==> src/rtl/mem_port_arbiter.sv <==
// Round-robin arbiter sharing one virtual memory port between instruction fetch
// and load/store. Each access is held for MEM_LATENCY cycles, then acknowledged.
module mem_port_arbiter #(
    parameter int MEM_LATENCY      = 1,
    parameter bit RESET_LAST_GRANT = 1'b0
) (
    input  logic        clk,
    input  logic        rst,
    input  logic        reqI,
    input  logic [31:0] addressI,
    output logic        ackI,
    output logic [31:0] dataOutI,
    input  logic        reqD,
    input  logic [31:0] addressD,
    input  logic [31:0] dataInD,
    input  logic        wEnD,
    output logic        ackD,
    output logic [31:0] dataOutD,
    output logic [31:0] addressVirt,
    output logic [31:0] dataInVirt,
    output logic        wEnVirt,
    input  logic [31:0] dataOutVirt,
    output logic        busy
);

    localparam logic [7:0] LAT = 8'(MEM_LATENCY);

    if (MEM_LATENCY < 1 || MEM_LATENCY > 255) begin : g_bad_latency
        $error("mem_port_arbiter: MEM_LATENCY must be in 1..255");
    end

    typedef enum logic {IDLE, ACCESS} state_t;

    state_t      state, state_next;
    logic [7:0]  count;
    logic        last_grant;
    logic        grant_d;
    logic [31:0] addr_q;
    logic [31:0] wdata_q;
    logic        wen_q;

    // A port whose ack is high this cycle cannot be re-granted in the same cycle.
    logic eff_i, eff_d, start, pick_d, done;
    assign eff_i  = reqI & ~ackI;
    assign eff_d  = reqD & ~ackD;
    assign start  = eff_i | eff_d;
    assign pick_d = eff_d & (~eff_i | ~last_grant);
    assign done   = (count == 8'd1);

    always_ff @(posedge clk or posedge rst) begin
        if (rst) state <= IDLE;
        else     state <= state_next;
    end

    always_comb begin
        state_next = state;
        case (state)
            IDLE:    if (start) state_next = ACCESS;
            ACCESS:  if (done)  state_next = IDLE;
            default: state_next = IDLE;
        endcase
    end

    always_ff @(posedge clk or posedge rst) begin
        if (rst) begin
            count      <= 8'd0;
            last_grant <= RESET_LAST_GRANT;
            grant_d    <= 1'b0;
            addr_q     <= 32'd0;
            wdata_q    <= 32'd0;
            wen_q      <= 1'b0;
            ackI       <= 1'b0;
            ackD       <= 1'b0;
            dataOutI   <= 32'd0;
            dataOutD   <= 32'd0;
        end else begin
            ackI <= 1'b0;
            ackD <= 1'b0;
            if (state == IDLE && start) begin
                grant_d    <= pick_d;
                last_grant <= pick_d;
                addr_q     <= pick_d ? addressD : addressI;
                wdata_q    <= pick_d ? dataInD : 32'd0;
                wen_q      <= pick_d & wEnD;
                count      <= LAT;
            end else if (state == ACCESS) begin
                count <= count - 8'd1;
                if (done) begin
                    if (grant_d) begin
                        dataOutD <= dataOutVirt;
                        ackD     <= 1'b1;
                    end else begin
                        dataOutI <= dataOutVirt;
                        ackI     <= 1'b1;
                    end
                end
            end
        end
    end

    // The write strobe is limited to the first access cycle so a store lands once.
    assign busy        = (state == ACCESS);
    assign addressVirt = busy ? addr_q  : 32'd0;
    assign dataInVirt  = busy ? wdata_q : 32'd0;
    assign wEnVirt     = busy & wen_q & (count == LAT);

endmodule

==> config.mk <==
export PLATFORM = sky130hd
export DESIGN_NAME = mem_port_arbiter
export DESIGN_NICKNAME = d
export VERILOG_FILES = /design/src/rtl/mem_port_arbiter.sv
export SDC_FILE = /design/constraint.sdc
export NUM_CORES = 1
export LEC_CHECK = 0
export CELL_PAD_IN_SITES_DETAIL_PLACEMENT = 1
export CELL_PAD_IN_SITES_GLOBAL_PLACEMENT = 2
export CORE_ASPECT_RATIO = 0.6
export CORE_MARGIN = 1
export CORE_UTILIZATION = 40
export DETAILED_ROUTE_END_ITERATION = 10
export DONT_BUFFER_PORTS = 1
export PLACE_DENSITY = 0.85
export SYNTH_ARGS = -nofsm -noshare
export SYNTH_HDL_FRONTEND = slang
export SYNTH_SLANG_ARGS = --single-unit
==> constraint.sdc <==
create_clock -name clk -period 8.4 [get_ports clk]
set_clock_uncertainty 0.15 [all_clocks]
set_input_delay 0.84 -clock clk [delete_from_list [all_inputs] [get_ports clk]]
set_output_delay 0.84 -clock clk [all_outputs]
set_load 0.03 [all_outputs]
==> impl_metrics.ini <==
[placed_design]
gp_congestion = 0.7786
port_buffers = 0
dpl_cell_area_um2 = 6221
dp_cells = 680
dpl.hpwl_mm = 10.50

[routing]
drtPass1Iterations = 4
ant_nets = 0
vias_per_cell = 5.553
drt_iter0_markers = 200
num_vias = 3954
drc = 0
wl_per_cell_um = 21.61
routed_wl_mm = 15.38

[synth]
mappedNetlistNets = 648
synth-async-reset-ratio_pct = 100.0
netlist_area_um2 = 6137
syn_avg_cell_area_um2 = 11.96
yosysSeqAreaShare_pct = 57.49
synth_cell_types = 34
synthCells = 513
ys_ff_latch = 141
yosysWarnings = 0
ys.flop_type = dfrtp_1
synth_edf_count = 0

[cts]
clk_pin_slew_ns = 0.07
cts_setup_buffers = 0
cts-root-buf = clkbuf_16
cts_tree = done
numCtsBuffers = 17
cts.sinks = 141
clock_latency_ns = 0.40
post_cts_resized = 0
clock_path_buffers = 2
htree_levels = 4
cts_hold_buffers = 0

[floorplanning]
die_h_um = 97.95
core_um2 = 14720
num_io_pins = 265
chipWidth_um = 161.9
rows = 34
initial_core_util_pct = 41.70
die-area_um2 = 15860

[timing]
timing.final.crit_share_pct = 38.92
fmax_mhz = 305.9
setup_violations = 0
grt_setup_unrepaired = no
hold_violations = 0
hold_ws_ns = 0.2258
min_period_ns = 3.269
max-slew-margin-rel_pct = 7.829
setup_tns_ns = 0
drv_slew = 0
worstMarginPinSlew_ns = 1.376

[setup_path]
end_kind = output port
startpoint_type = flop
r2r-start = busy
crit_arrival_ns = 2.28
r2r_cells = 5
reg2reg_slack_ns = 5.40
worst-path-max-fanout = 74
r2r_end = dataOutI[12]
path_class = flop to output port
cp_data_required_time_ns = 7.41

[global_routing]
grt_use_total_pct = 19.61
antenna_found_initial = 0
grt_start_max_net_pins = 75
grt_pass1_vias = 4221
overflow = 0
grt_pass1_wl_mm = 24.19

[layout]
design_area_um2 = 6787
final_cells = 712
drive_gt1_share_pct = 21.79
nets = 636
multiInputGateArea_um2 = 2375
n_fill_cell = 1541
n_antenna_cell = 0
layout_common_cells = 140 x dfrtp_1, 65 x a21oi_1, 64 x and2_1, 37 x nand2_1, 36 x nor2_1
area_growth_pct = 10.58
regArea_um2 = 3530
final_common_cell = dfrtp_1

[power_and_ir_drop]
vdd_drop_max_mv = 0.1850
pwr_density_cell_nw_per_um2 = 457.8
p_leak_nw = 3.090

[job]
cap_violations = 0

[status]
status = completed

[min_path]
hold_class = input port to asynchronous set/reset pin
[layer usage]
| metal | global-route usage (%) | routed length (um) | vias up |
|---|---|---|---|
| li1 | - | - | 1731 |
| met1 | 25.32 | 6666 | 2062 |
| met2 | 31.89 | 7459 | 149 |
| met3 | 6.160 | 1091 | 12 |
| met4 | 5.298 | 166 | 0 |
| met5 | 0 | 0 | - |
[per-stage QoR]
| step | utilization [%] | total power, mW | worst slack, ns |
|---|---|---|---|
| final | 46.11 | 3.107 | 5.131 |
| after global routing | 46.11 | 3.267 | 4.982 |
| after global placement | 42.26 | 2.358 | 5.517 |
| after floorplan | - | 2.224 | 3.629 |
| after CTS | 46.11 | 3.146 | 5.079 |
| after detailed placement | 42.26 | 2.408 | 5.395 |
[cells in the mapped netlist (2+ instances only)]
cell	instances	area share, %
nor2_1	36	2.2
buf_1	2	0.12
and2_1	64	6.5
nand3_1	3	0.24
clkbuf_1	24	1.5
mux2_4	29	7.1
nand2_1	37	2.3
nand3b_1	2	0.24
ha_1	2	0.41
mux2_2	35	6.4
buf_6	4	0.73
a21o_1	2	0.24
a21oi_1	66	5.4
inv_1	5	0.31
buf_12	3	0.98
a22o_1	34	4.9
dfrtp_1	141	57
nand2b_1	3	0.31
buf_2	4	0.33
o21ai_0	3	0.24
[power breakdown]
part	switching (mW)	internal (mW)	total, mW
clock network	0.318	0.399	0.717
logic	0.598	0.347	0.945
registers	0.466	0.979	1.44
total	1.38	1.72	3.11
[logic make-up after synthesis]
family | after synthesis | share of synthesized area, %
buf+inv | 42 | 3.935
xor+xnor | 1 | 0.1427
mux | 65 | 13.68
compound gates | 107 | 10.97
flops | 141 | 57.49
simple gates | 155 | 13.37
fa+ha+maj | 2 | 0.4077
[worst max-delay path, stage by stage, from the launching register on]
cell,delay (ns)
dfrtp_2,1.14
and4bb_1,0.36
and3_1,0.37
[worst max-delay path by stage]
stage | slack [ns] | start | endpoint | cells past startpoint
2_1_floorplan | 3.63 | rst | ackD | 1
3_3_place_gp | 5.52 | busy | dataOutI[11] | 5
3_5_place_dp | 5.39 | busy | dataOutI[12] | 5
4_1_cts | 5.08 | busy | wEnVirt | 2
5_1_grt | 4.98 | busy | wEnVirt | 2
6_report | 5.13 | busy | wEnVirt | 2
[registers in the layout, summed over array words and instances (netlist names)]
register  flops
ackD          1
ackI          1
addr_q       32
busy          1
count         8
dataOutD     32
dataOutI     32
grant_d       1
wdata_q      32
wen_q         1
[layout make-up]
cell class                      instances  share of cell area [%]
Tap cell                              198                   3.650
Timing Repair Buffer                    6                  0.6637
Multi-Input combinational cell        330                   34.99
Clock buffer                           18                   6.471
Inverter                                5                  0.3503
Sequential cell                       141                   52.01
Clock inverter                         14                   1.862
Note: power is estimated with default switching activity, not from simulation.
